### config.mk
export PLATFORM = sky130hd
export DESIGN_NAME = sseg_display_driver
export DESIGN_NICKNAME = d
export VERILOG_FILES = /design/src/rtl/sseg_display_driver.sv
export SDC_FILE = /design/constraint.sdc
export NUM_CORES = 1
export LEC_CHECK = 0
export ABC_AREA = 0
export BUFFER_PORTS_ARGS = -buffer_cell sky130_fd_sc_hd__buf_4
export CAP_MARGIN = 20
export CORE_MARGIN = 4
export CORE_UTILIZATION = 35
export DETAILED_ROUTE_END_ITERATION = 6
export GPL_ROUTABILITY_DRIVEN = 0
export PLACE_DENSITY = 0.47
export SYNTH_ARGS = -nofsm -noshare
export SYNTH_HDL_FRONTEND = slang
export SYNTH_SLANG_ARGS = --single-unit
### constraint.sdc
create_clock -name clk -period 13.4 [get_ports clk]
set_input_delay 2.68 -clock clk [delete_from_list [all_inputs] [get_ports clk]]
set_output_delay 2.68 -clock clk [all_outputs]
set_load 0.01 [all_outputs]
### src/rtl/sseg_display_driver.sv
// Eight-digit multiplexed seven-segment driver with hex display and a
// serial double-dabble binary-to-BCD converter for decimal display.
module sseg_display_driver #(
  parameter int N_DIGITS    = 8,
  parameter int REFRESH_DIV = 100000
) (
  input  logic                clk,
  input  logic                reset,
  input  logic [31:0]         value,
  input  logic                load,
  input  logic                dec,
  input  logic                blank_lz,
  output logic [6:0]          segments,
  output logic [N_DIGITS-1:0] anodes,
  output logic                busy,
  output logic                overflow,
  output logic [1:0]          dbg_state
);

  localparam int CW = $clog2(REFRESH_DIV);
  localparam int SW = $clog2(N_DIGITS);
  localparam logic [CW-1:0] PRE_MAX = CW'(REFRESH_DIV - 1);

  typedef enum logic [1:0] {
    IDLE    = 2'd0,
    CONVERT = 2'd1,
    COMMIT  = 2'd2
  } state_t;

  state_t                  state, state_nxt;
  logic [31:0]             bin_q;
  logic [39:0]             bcd_q;
  logic [38:0]             bcd_adj;
  logic [4:0]              iter_q;
  logic [4*N_DIGITS-1:0]   digits_q;
  logic                    ovf_q;
  logic                    accept;
  logic [CW-1:0]           pre_q;
  logic [SW-1:0]           scan_q;
  logic [SW-1:0]           msd;
  logic [3:0]              cur_digit;
  logic                    blank;
  logic [6:0]              seg_nxt;
  logic [N_DIGITS-1:0]     an_nxt;

  // Load handshake: load is taken on any edge where busy is low (including
  // the COMMIT cycle); a load seen while busy is high is dropped, not queued.
  assign accept    = load && (state != CONVERT);
  assign busy      = (state == CONVERT);
  assign overflow  = ovf_q;
  assign dbg_state = state;

  function automatic logic [6:0] seg_encode(input logic [3:0] d);
    case (d)
      4'h0:    return 7'h40;
      4'h1:    return 7'h79;
      4'h2:    return 7'h24;
      4'h3:    return 7'h30;
      4'h4:    return 7'h19;
      4'h5:    return 7'h12;
      4'h6:    return 7'h02;
      4'h7:    return 7'h78;
      4'h8:    return 7'h00;
      4'h9:    return 7'h10;
      4'hA:    return 7'h08;
      4'hB:    return 7'h03;
      4'hC:    return 7'h46;
      4'hD:    return 7'h21;
      4'hE:    return 7'h06;
      default: return 7'h0E;
    endcase
  endfunction

  // The top BCD digit of a 32-bit value never reaches 5, so it needs no add-3.
  always_comb begin
    bcd_adj = bcd_q[38:0];
    for (int i = 0; i < 9; i++) begin
      if (bcd_q[4*i +: 4] >= 4'd5) bcd_adj[4*i +: 4] = bcd_q[4*i +: 4] + 4'd3;
    end
  end

  always_comb begin
    state_nxt = state;
    case (state)
      IDLE, COMMIT: begin
        if (accept) state_nxt = dec ? CONVERT : COMMIT;
        else        state_nxt = IDLE;
      end
      CONVERT: begin
        if (iter_q == 5'd31) state_nxt = COMMIT;
      end
      default: state_nxt = IDLE;
    endcase
  end

  // Hex loads reuse the COMMIT path so both modes publish through one place.
  always_ff @(posedge clk or posedge reset) begin
    if (reset) begin
      state    <= IDLE;
      bin_q    <= '0;
      bcd_q    <= '0;
      iter_q   <= '0;
      digits_q <= '0;
      ovf_q    <= 1'b0;
    end else begin
      state <= state_nxt;
      if (state == COMMIT) begin
        digits_q <= bcd_q[4*N_DIGITS-1:0];
        ovf_q    <= |bcd_q[39:32];
      end
      if (accept) begin
        iter_q <= '0;
        if (dec) begin
          bin_q <= value;
          bcd_q <= '0;
        end else begin
          bcd_q <= {8'h00, value};
        end
      end else if (state == CONVERT) begin
        {bcd_q, bin_q} <= {bcd_adj, bin_q, 1'b0};
        iter_q         <= iter_q + 5'd1;
      end
    end
  end

  always_ff @(posedge clk or posedge reset) begin
    if (reset) begin
      pre_q  <= '0;
      scan_q <= '0;
    end else if (pre_q == PRE_MAX) begin
      pre_q  <= '0;
      scan_q <= scan_q + SW'(1);
    end else begin
      pre_q <= pre_q + CW'(1);
    end
  end

  always_comb begin
    msd = '0;
    for (int i = 1; i < N_DIGITS; i++) begin
      if (digits_q[4*i +: 4] != 4'd0) msd = SW'(i);
    end
  end

  always_comb begin
    cur_digit = digits_q[{scan_q, 2'b00} +: 4];
    blank     = blank_lz && !ovf_q && (scan_q > msd);
    seg_nxt   = ovf_q ? 7'h3F : seg_encode(cur_digit);
    an_nxt    = ~(N_DIGITS'(1) << scan_q);
    if (blank) begin
      seg_nxt = 7'h7F;
      an_nxt  = '1;
    end
  end

  always_ff @(posedge clk or posedge reset) begin
    if (reset) begin
      segments <= 7'h7F;
      anodes   <= '1;
    end else begin
      segments <= seg_nxt;
      anodes   <= an_nxt;
    end
  end

endmodule

# Word-level counts from Yosys, hierarchy flattened
# Memory sizes are Yosys's and may differ from the RTL's.
# Cells that the tools add are included.
[classes]
n_addsub = 12
n_mul = 0
div = 0
order_cmp = 10
n_eq_ne = 7
shifts = 2
mux = 32
n_bitwise = 1
n_reduce_logical = 16
[op_table]
columns = ["cell", "count"]
rows = [
  ["32-bit 2-to-1 mux", 4],
  ["40-bit 2-to-1 mux", 2],
  ["4-bit by 2-bit adder with 4-bit output (second input constant)", 9],
  ["4-bit by 3-bit greater-or-equal comparator with 1-bit output (second input constant)", 9],
  ["4-bit 2-to-1 mux", 9],
  ["32-bit by 6-bit variable part select with 4-bit output", 1],
  ["4-bit nonzero test", 7],
  ["3-bit 2-to-1 mux", 6],
  ["17-bit by 1-bit adder with 17-bit output (second input constant)", 1],
  ["17-bit equality test (second input constant)", 1],
  ["17-bit 2-to-1 mux", 1],
  ["7-bit 2-to-1 mux", 2],
  ["5-bit 2-to-1 mux", 2],
  ["8-bit 2-to-1 mux", 1],
  ["8-bit NOT", 1],
  ["8-bit OR reduction", 1],
  ["1-bit by 3-bit left shift with 8-bit output (first input constant)", 1],
  ["2-bit 2-to-1 mux", 3],
  ["5-bit by 1-bit adder with 5-bit output (second input constant)", 1],
  ["5-bit equality test (second input constant)", 1],
  ["2-bit by 1-bit inequality test with 1-bit output (second input constant)", 2],
  ["2-bit one-hot mux with 2 select lines", 1],
  ["3-bit by 1-bit adder with 3-bit output (second input constant)", 1],
  ["3-bit greater-than comparator", 1],
  ["10 further kinds", 12],
]
[word_totals]
ff_bits = 147
latch_bits = 0
ramBits = 0
romBits = 112
input_bits = 37
output_inout_bits = 19
wordCells = 91
mem_count = 1
[mem_list]
columns = ["memory", "depth", "width", "rd", "rd_ports_with_merged_regs", "write_ports", "line_no", "text"]
rows = [
  ["(name not given)", 16, 7, 1, 0, 0, "54", "case (d)"],
]

# Longest topological paths before layout
# Gate-level depths: netlist of run 1.
[depth]
ltp_word = 11
depth_mapped = 11
mapped_depth_nobuf = 11

# Worst setup path before layout of run 1
# Ideal clock, no wire load.
[synth_path]
path_kind = "register to output"
from = "reg state[1], in the netlist dbg_state[1]"
to = "out busy"
t_arrival_ns = 1.379
required_ns = 10.720
path_slack_ns = 9.341
path_stages_with_launch = 6
path_buffers = 3
path_cell_list = "dfrtp_1 -> nand2b_1 -> buf_2 -> inv_2 -> clkbuf_1 -> buf_1"
[synth_between]
elab_chain_len = 1
[synth_lines]
columns = ["element", "line_no", "text"]
rows = [
  ["start, declared", "30", "state_t state, state_nxt;"],
  ["start signal, assigned", "106", "state <= state_nxt;"],
  ["2-bit by 1-bit equality test with 1-bit output", "49", "assign busy = (state == CONVERT);"],
  ["end, declared", "15", "output logic busy,"],
]
# No other way between the ends.

# Worst setup path after layout of run 1
# Ends and elaborated chain as after synthesis.

==> results by group, run 1 <==
Drt
  – Final ANT Viol Nets: 0
  – Via density per instance: 5.04
  – # DRC: 0
  – DRT Wirelength: 17.1 mm
  – DR vias: 5514
  – Length of the first detailed-routing pass in iterations: 4
  – DRT iter0 DRCs: 257
  – Routed WL per cell: between 15 and 20 um

Critical path
  – Worst-path fanout max: 3
  – Worst Setup End Kind: primary output
  – CP arrival: 1270 ps
  – Setup slack, reg-to-reg: 10750 ps
  – Critical path class: register to primary output
  – Worst path required time: 10720 ps
  – CP startpoint kind: register

Floorplanning
  – Die Wd: about 160 um
  – Ports: 56
  – Initial core utilization: 36.1%
  – Die H: between 150 and 200 um
  – Cell Rows: 53
  – CORE AREA: 21300 um2
  – Die outline area: 24400 um2

Power and ir drop
  – Max IR drop VDD: 0.0903 mV
  – Sw Share: 37.0%
  – PnR Total Power: 1.93 mW
  – Share of power burned in registers: 38.1%
  – Leak Pwr: 4.06 nW
  – Internal power: 1.22 mW
  – Combinational share of power: 36.5%
  – Clock Power Share: 25.5%
  – PD cells: 217 nW/um2
  – Switching Power: slightly above 700 uW

Synthesis
  – Fraction of registers with async set/reset: 100%
  – Yosys top cell area share: 43.0%
  – Synth warnings: 0
  – Seq/Total Area, Yosys: 48.2%
  – Synth top area cells: dfrtp_1, mux2i_1, ha_1
  – Post-synth cell types: 56
  – Mean Syn Cell Area: 10.0 um2
  – Synth area leader: dfrtp_1
  – Mapped Cells: 766
  – Post-synth top flop: dfrtp_1
  – Post-synth EDFFs: 0
  – Mapped cell area: between 7000 and 8000 um2
  – Synth Register Bits: 147
  – Syn Nets: 840

Timing
  – Minimum clock period: 3950 ps
  – Clock Skews: 14.1 ps
  – Count of final hold-check violations: 0
  – Unrepaired setup endpoints after global routing: false
  – Final Cycle Share: 29.5%
  – Count of final max-slew check failures: 0
  – Setup slack after layout: 9450 ps
  – FMAX: 253 MHz
  – Rel. slew slack: 38.3%
  – Final setup viols: 0
  – Setup TNS: 0 ps
  – Worst-Margin Slew: 925 ps

GRT
  – Tot GR Track Use: 14.8%
  – Number of global-route vias before repair: 5535
  – Largest net degree at the start of global routing: 82
  – First-pass GRT wire length: 29.1 mm
  – Total congestion overflow: 0
  – Initial antenna violation count: 0

Clock network
  – Setup Buffers After CTS: 0
  – Clock Tree Buf Depth: 2
  – CTS H-tree lvls: 4
  – Root Buffer: clkbuf_16
  – Clock transition at path regs: 60 ps
  – # hold bufs at CTS: 0
  – Num CTS Buffers: 17
  – CTS tree: built
  – Clock sink total: 147
  – # resized after CTS: 0
  – Clock Latency Late Sink: 430 ps

Min path
  – Min-delay worst type: register to register

Place
  – Place WS: 9060 ps
  – Hpwl dp: 12.1 mm
  – PortBufs: 55
  – Placed Area: 8300 um2

Cells and area
  – Syn-to-layout area delta: 16.0%
  – # diodes: 0
  – Fillers: 2049
  – Most frequent cells in the layout: dfrtp_1, nand2_1, o21ai_0
  – Fin util: 41.8%
  – Share of post-route cells with drive strength above 1: 17.4%
  – Most common cell after layout, fill and taps aside: dfrtp_1
  – Post-route cell area: roughly 8900 um2
  – Fin nets: 880

Status
  – Status: completed

Run
  – Max-Cap Viols: 0
cells by family after synthesis:
family	Yosys count	synth area share (%)
simple gates	247	15.6
compound gates	167	12.5
flops	147	48.2
mux	71	10.6
buf+inv	70	4.06
fa+ha+maj	37	6.03
xor+xnor	27	3.08
critical path, cell delays in order (launching register included):
cell and delay (ps):
dfrtp_1 410, nand2b_1 190, inv_2 120, buf_4 130
power groups by stage:
stage	clock [mW]	sequential (mW)	combinational, mW
after CTS	0.507	0.736	0.712
final	0.492	0.734	0.704
after global placement	0	0.739	0.693
after detailed placement	0	0.744	0.709
after global routing	0.525	0.760	0.806
after floorplan	0	0.705	0.549
synth_stat cells (3+ instances only):
master	count
a21oi_1	38
a311oi_1	6
a31oi_1	9
a32oi_1	8
and3_1	3
buf_1	6
buf_2	4
buf_6	3
clkbuf_1	24
dfrtp_1	132
dfstp_2	15
ha_1	37
inv_1	29
mux2_2	17
mux2i_1	47
mux4_2	6
nand2_1	97
nand2b_1	23
nand3_1	28
nand3b_1	7
nand4_1	3
nor2_1	48
nor2b_1	3
nor3_1	9
nor3b_1	9
nor4_1	7
o21ai_0	73
o21ai_1	15
xnor2_1	18
xor2_1	9
per-layer routing:
| layer | wire, um | global-route usage, % | up-vias |
|---|---|---|---|
| li1 | - | - | 2772 |
| met3 | 600 | 3.22 | 12 |
| met2 | 7490 | 21.9 | 74 |
| met4 | 183 | 4.09 | 0 |
| met1 | 8860 | 22.0 | 2656 |
| met5 | 0 | 0 | - |
cell type report:
cell class	instances	area, um2	area share (%)
Inverter	31	123	1.38
Tap cell	275	344	3.86
Clock buffer	19	453	5.09
Sequential cell	147	3700	41.5
Clock inverter	12	155	1.74
Multi-Input combinational cell	549	3680	41.4
Timing Repair Buffer	60	450	5.06
flip-flops by register name, summed over array words and instances (netlist names):
register	cells
dbg_state	2
scan_q	3
bcd_q	40
bin_q	32
iter_q	5
pre_q	17
digits_q	32
segments	7
overflow	1
anodes	8
final timing paths:
path,end,start,cells past startpoint
hold reg to reg,pre_q[0],pre_q[0],1
hold / removal,pre_q[0],pre_q[0],1
setup / recovery,busy,dbg_state[1],3
setup reg to reg,segments[1],digits_q[21],10
min in group asynchronous,pre_q[2],reset,2
max in group asynchronous,bcd_q[30],reset,3
stage by stage:
| step | instances | hold slack [ps] |
|---|---|---|
| floorplan | 766 | 439 |
| global placement | 1062 | 463 |
| detailed placement | 1062 | 471 |
| CTS | 1093 | 482 |
| global route | 1093 | 499 |
| finish | 1093 | 477 |
Note: power is estimated with default switching activity, not from simulation.
==> run 2, diff against run 1 <==
--- a/config.mk
+++ b/config.mk
@@ -5,14 +5,14 @@
 export SDC_FILE = /design/constraint.sdc
 export NUM_CORES = 1
 export LEC_CHECK = 0
-export ABC_AREA = 0
+export ABC_AREA = 1
 export BUFFER_PORTS_ARGS = -buffer_cell sky130_fd_sc_hd__buf_4
 export CAP_MARGIN = 20
 export CORE_MARGIN = 4
 export CORE_UTILIZATION = 35
 export DETAILED_ROUTE_END_ITERATION = 6
 export GPL_ROUTABILITY_DRIVEN = 0
-export PLACE_DENSITY = 0.47
+export PLACE_DENSITY = 0.49
 export SYNTH_ARGS = -nofsm -noshare
 export SYNTH_HDL_FRONTEND = slang
 export SYNTH_SLANG_ARGS = --single-unit
==> constraint.sdc (replaced) <==
create_clock -name clk -period 3.35 [get_ports clk]
set_input_delay 0.67 -clock clk [delete_from_list [all_inputs] [get_ports clk]]
set_output_delay 0.67 -clock clk [all_outputs]
set_load 0.01 [all_outputs]
==> results by group, run 2 <==
Synthesis
  – Fraction of registers with async set/reset: 100%
  – Synth top area cells: dfrtp_1, nand2_1, o21ai_0
  – Synth area leader: dfrtp_1
  – Mapped cell area: between 7000 and 8000 um2
  – Yosys top cell area share: 41.5%
  – Post-synth top flop: dfrtp_1
  – Most common cell in the netlist: nand2_1
  – Mapped Cells: slightly below 1000
  – Synth warnings: 0
  – Top cells by count, synth: nand2_1, o21ai_0, inv_1
  – Seq/Total Area, Yosys: between 40% and 50%
  – Post-synth cell types: 40
  – Synth Register Bits: 147
  – Syn Nets: 1069
  – Post-synth EDFFs: 0
  – Mean Syn Cell Area: 8.01 um2

Timing
  – Clock Skews: 11.7 ps
  – Worst-Margin Slew: 910 ps
  – Unrepaired setup endpoints after global routing: false
  – Final Cycle Share: 74.0%
  – Hold_ws: 432 ps
  – Count of final hold-check violations: 0
  – Minimum clock period: 2480 ps
  – Final setup viols: 0
  – FMAX: a little over 400 MHz
  – Count of final max-slew check failures: 0
  – Setup TNS: 0 ps
  – Rel. slew slack: 39.2%

Clock network
  – CTS H-tree lvls: 4
  – Setup Buffers After CTS: 0
  – Num CTS Buffers: 17
  – # resized after CTS: 0
  – Clock transition at path regs: 60 ps
  – Clock Tree Buf Depth: 2
  – # hold bufs at CTS: 0
  – Clock sink total: 147
  – Clock Latency Late Sink: 430 ps
  – CTS tree: built
  – Root Buffer: clkbuf_16

Drt
  – DRT iter0 DRCs: 407
  – Via density per instance: 4.86
  – DRT Wirelength: 18.7 mm
  – Final ANT Viol Nets: 0
  – DR vias: ~6500
  – # DRC: 0
  – Routed WL per cell: 14.0 um
  – Length of the first detailed-routing pass in iterations: 5

Critical path
  – Crit. Startpoint: digits_q[25]
  – CP Depth: 10
  – Worst path required time: 3690 ps
  – Critical Path Slowest Stage Cell: nor4_1
  – Critical path class: register to register
  – CP max stage delay: 530 ps
  – Worst R2R Path Depth: 10
  – Setup slack, reg-to-reg: around 870 ps
  – Reg2reg start: digits_q[25]
  – CP arrival: 2820 ps
  – Worst-path cell chain: nor4_1 -> nand2_1 -> nor2_1 -> ha_1 -> a21oi_1 -> o21ai_0 -> nand4_1 -> nand2_1 -> inv_1 -> o211ai_1
  – Worst-path fanout max: 10
  – Top delay family on crit path: simple AND/OR/NAND/NOR gates
  – Worst Setup End Kind: register
  – Most frequent cell on the critical path: nand2_1
  – Worst r2r dst: segments[2]
  – CP startpoint kind: register
  – Buffers and inverters on the worst path: 1
  – Worst setup path endpoint: segments[2]

Cells and area
  – Max reg flops: 40
  – Fin util: 41.9%
  – Most common cell after layout, fill and taps aside: nand2_1
  – Fillers: 2234
  – Share of post-route cells with drive strength above 1: 13.2%
  – Most frequent cells in the layout: nand2_1, o21ai_0, inv_1
  – Multi-input gate area: 3540 um2
  – Sequential Area: 3700 um2
  – Largest registers: bcd_q (40), bin_q (32), digits_q (32)
  – Fin nets: about 1100
  – # diodes: 0
  – Top reg by flops: bcd_q
  – Syn-to-layout area delta: 16.3%

Run
  – Max-Cap Viols: 0

GRT
  – Largest net degree at the start of global routing: 65
  – First-pass GRT wire length: 32.6 mm
  – Initial antenna violation count: 0
  – Number of global-route vias before repair: 6479
  – Tot GR Track Use: 15.4%
  – Total congestion overflow: 0

Floorplanning
  – CORE AREA: 22100 um2
  – Cell Rows: 54
  – Die outline area: about 25000 um2
  – Ports: 56
  – Initial core utilization: between 30% and 40%
  – Die H: between 150 and 200 um
  – Die Wd: 159 um

Power and ir drop
  – Leak Pwr: about 4.4 nW
  – Max IR drop VDD: 0.327 mV
  – PD cells: 832 nW/um2

Status
  – Status: completed

Min path
  – Min-delay worst type: primary input to asynchronous set/reset pin

Place
  – Hpwl dp: 13.2 mm
  – PortBufs: 55
## run 2: changes by cell type in the layout (fill, tap and decap cells not counted), sizes merged, moves of 8 or more
cell / previous run / this run
nand2b: 24 / 0
o21ai: 88 / 179
xnor2: 18 / 1
a32oi: 8 / 0
nand3: 28 / 69
a31oi: 9 / 18
nor3b: 9 / 0
a22oi: 0 / 17
nor3: 9 / 1
inv: 32 / 147
nand2: 97 / 209
mux2i: 47 / 0
mux2: 18 / 0
## run 2: report_power, final
group          switching (mW)  internal, mW
combinational            1.94          1.08
sequential              0.334          2.41
clock                   0.814          1.13
## run 2: worst register-to-register path, delay by kind of cell (launching register included)
family                     cells  cell delay (ps)
and+or+nand+nor                5             1230
DFF                            1              400
adders and majority gates      1              270
AOI/OAI and AO/OA              3              350
buffers and inverters          1              140
## run 2: stage by stage
| step | worst slack, ps | power [mW] | std cells | instance area, um2 |
|---|---|---|---|---|
| 6_report | 872 | 7.71 | 1334 | 9260 |
| 5_1_grt | 595 | 8.45 | 1334 | 9260 |
| 4_1_cts | 877 | 7.81 | 1334 | 9260 |
| 3_5_place_dp | 895 | 5.82 | 1302 | 8670 |
| 3_3_place_gp | 968 | 5.82 | 1302 | 8670 |
| 2_1_floorplan | 845 | 5.02 | 995 | 7970 |
## run 2: how the worst min path moves through the flow
stage	to	slack, ps	cells after the start
finish	bcd_q[12]	430	2
global route	bcd_q[11]	500	2
CTS	bcd_q[11]	460	2
detailed placement	pre_q[0]	460	1
global placement	pre_q[0]	460	1
floorplan	pre_q[0]	430	1
## run 2: area by class of cell
class | instances | area share, %
Clock buffer | 19 | 4.78
Clock inverter | 13 | 1.63
Inverter | 144 | 5.90
Multi-Input combinational cell | 665 | 38.2
Sequential cell | 147 | 39.9
Tap cell | 280 | 3.78
Timing Repair Buffer | 66 | 5.75
## run 2: routing by layer
layer	track usage (%)	up-vias	routed length [um]
met2	22.5	107	7750
met5	0	-	0
met3	3.71	18	703
li1	-	3374	-
met1	22.9	2987	10000
met4	3.98	0	208
## run 2: cells by family after synthesis
| group | Yosys count | share of synthesized area, % |
|---|---|---|
| AO/OA/AOI/OAI | 259 | 17.6 |
| buffers and inverters | 183 | 9.24 |
| flip-flops | 147 | 46.4 |
| XOR/XNOR | 15 | 1.65 |
| adder cells (fa/ha/maj) | 37 | 5.81 |
| AND/OR/NAND/NOR | 354 | 19.3 |
==> run 3, diff against run 2 <==
==> constraint.sdc (replaced) <==
create_clock -name clk -period 2.2 [get_ports clk]
set_input_delay 0.44 -clock clk [delete_from_list [all_inputs] [get_ports clk]]
set_output_delay 0.44 -clock clk [all_outputs]
set_load 0.01 [all_outputs]
==> results by group, run 3 (same netlist as run 2, synthesis figures left out) <==
Critical path
  – Most frequent cell on the critical path: nand2_1
  – Buffers and inverters on the worst path: 1
  – Setup slack, reg-to-reg: 190 ps
  – Worst r2r dst: segments[2]
  – Worst-path fanout max: 4
  – Worst R2R Path Depth: 11
  – Critical Path Slowest Stage Cell: dfrtp_1
  – CP startpoint kind: register
  – Worst Setup End Kind: register
  – CP max stage delay: 400 ps
  – Worst-path cell chain: nor4_2 -> nand2_1 -> a21oi_1 -> nor2_1 -> ha_1 -> nand2_1 -> o21ai_0 -> nand4_1 -> nand2_1 -> inv_2 -> o211ai_1
  – Critical path class: register to register
  – Worst path required time: ~2500 ps
  – Reg2reg start: digits_q[17]
  – Top delay family on crit path: simple AND/OR/NAND/NOR gates
  – CP arrival: 2350 ps

Cells and area
  – Fin nets: approximately 1100
  – # diodes: 0
  – Max reg flops: 40
  – Syn-to-layout area delta: 19.1%
  – Most common cell after layout, fill and taps aside: nand2_1
  – Most frequent cells in the layout: nand2_1, o21ai_0, inv_1
  – Largest registers: bcd_q (40), bin_q (32), digits_q (32)
  – Fin util: a little over two fifths
  – Share of post-route cells with drive strength above 1: 15.0%
  – Top reg by flops: bcd_q

Power and ir drop
  – Max IR drop VDD: 0.497 mV
  – Leak Pwr: approximately 4.5 nW
  – PD cells: approximately 1300 nW/um2

Timing
  – Clock Skews: 15.5 ps
  – Setup slack after layout: 192 ps
  – Count of final max-slew check failures: 0
  – Hold_ws: 67.4 ps
  – Worst-Margin Slew: between 500 and 600 ps
  – Minimum clock period: 2010 ps
  – Rel. slew slack: 62.8%
  – Unrepaired setup endpoints after global routing: false
  – Final setup viols: 0
  – Setup TNS: 0 ps
  – FMAX: 498 MHz
  – Count of final hold-check violations: 0
  – Final Cycle Share: about nine tenths

Clock network
  – Clock Tree Buf Depth: 2
  – Clock Latency Late Sink: 430 ps
  – CTS tree: built
  – # hold bufs at CTS: 0
  – Root Buffer: clkbuf_16
  – Clock transition at path regs: 70 ps
  – Num CTS Buffers: 17
  – CTS H-tree lvls: 4
  – Clock sink total: 147

Drt
  – DRT Wirelength: 18.6 mm
  – Routed WL per cell: 13.7 um
  – Via density per instance: 4.87
  – # DRC: 0
  – Final ANT Viol Nets: 0
  – DRT iter0 DRCs: about 420
  – DR vias: 6586
  – Length of the first detailed-routing pass in iterations: 5

Floorplanning
  – Initial core utilization: 36.1%
  – CORE AREA: approximately 22000 um2
  – Die Wd: 159 um
  – Ports: 56
  – Die outline area: 25200 um2
  – Cell Rows: 54
  – Die H: 159 um

GRT
  – Largest net degree at the start of global routing: between 60 and 70
  – Initial antenna violation count: 0
  – Tot GR Track Use: 15.2%
  – Total congestion overflow: 0
  – First-pass GRT wire length: 32.4 mm
  – Number of global-route vias before repair: 6438

Min path
  – Min-delay worst type: primary input to asynchronous set/reset pin

Status
  – Status: completed

Place
  – Place WS: 104 ps
  – Hpwl dp: about 14 mm
  – PortBufs: 55

Run
  – Max-Cap Viols: 0
[run 3: per-layer routing]
metal,vias to the layer above,share of wire [%],routed length [um],GRT usage (%)
met1,3055,53,9870,22.7
met4,0,1.1,204,4.62
li1,3408,-,-,-
met5,-,0,0,0
met3,15,3.4,636,3.24
met2,108,42,7850,22.2
[run 3: worst max-delay path by stage]
stage	start	endpoint	cells after the start
finish	digits_q[17]	segments[2]	11
global route	digits_q[25]	segments[0]	11
CTS	digits_q[17]	segments[2]	11
detailed placement	digits_q[17]	segments[2]	11
global placement	digits_q[21]	segments[2]	11
floorplan	reset	bcd_q[0]	1
[run 3: report_power, final]
group | leakage (nW) | internal [mW] | switching (mW)
registers | 1.84 | 3.67 | 0.553
logic | 2.36 | 1.82 | 2.99
clock network | 0.280 | 1.73 | 1.18
total | 4.48 | 7.23 | 4.72
[run 3: stage by stage]
step	area, um2	total power [mW]	instances
5_1_grt	9490	13.1	1352
3_3_place_gp	8870	9.04	1320
4_1_cts	9460	12.0	1352
6_report	9490	11.9	1352
3_5_place_dp	8870	9.06	1320
2_1_floorplan	7970	7.64	995
[run 3: worst reg2reg max path, stage by stage (launching register included)]
cell      delay, ps
dfrtp_1         400
nor4_2          320
nand2_1         120
a21oi_1         130
nor2_1           60
ha_1            290
nand2_1          40
o21ai_0         150
nand4_1         130
nand2_1         140
inv_2            60
o211ai_1         90
[run 3: layout make-up]
cell class	count	area, um2
Tap cell	280	350
Sequential cell	147	3700
Inverter	144	547
Multi-Input combinational cell	665	3580
Clock buffer	21	460
Timing Repair Buffer	84	731
Clock inverter	11	128
Fill cell	2272	12600
[run 3: what timing repair did]
item,CTS,global route
endpoints found under the setup margin,0,15
buffers inserted,0,0
resized for setup,0,6
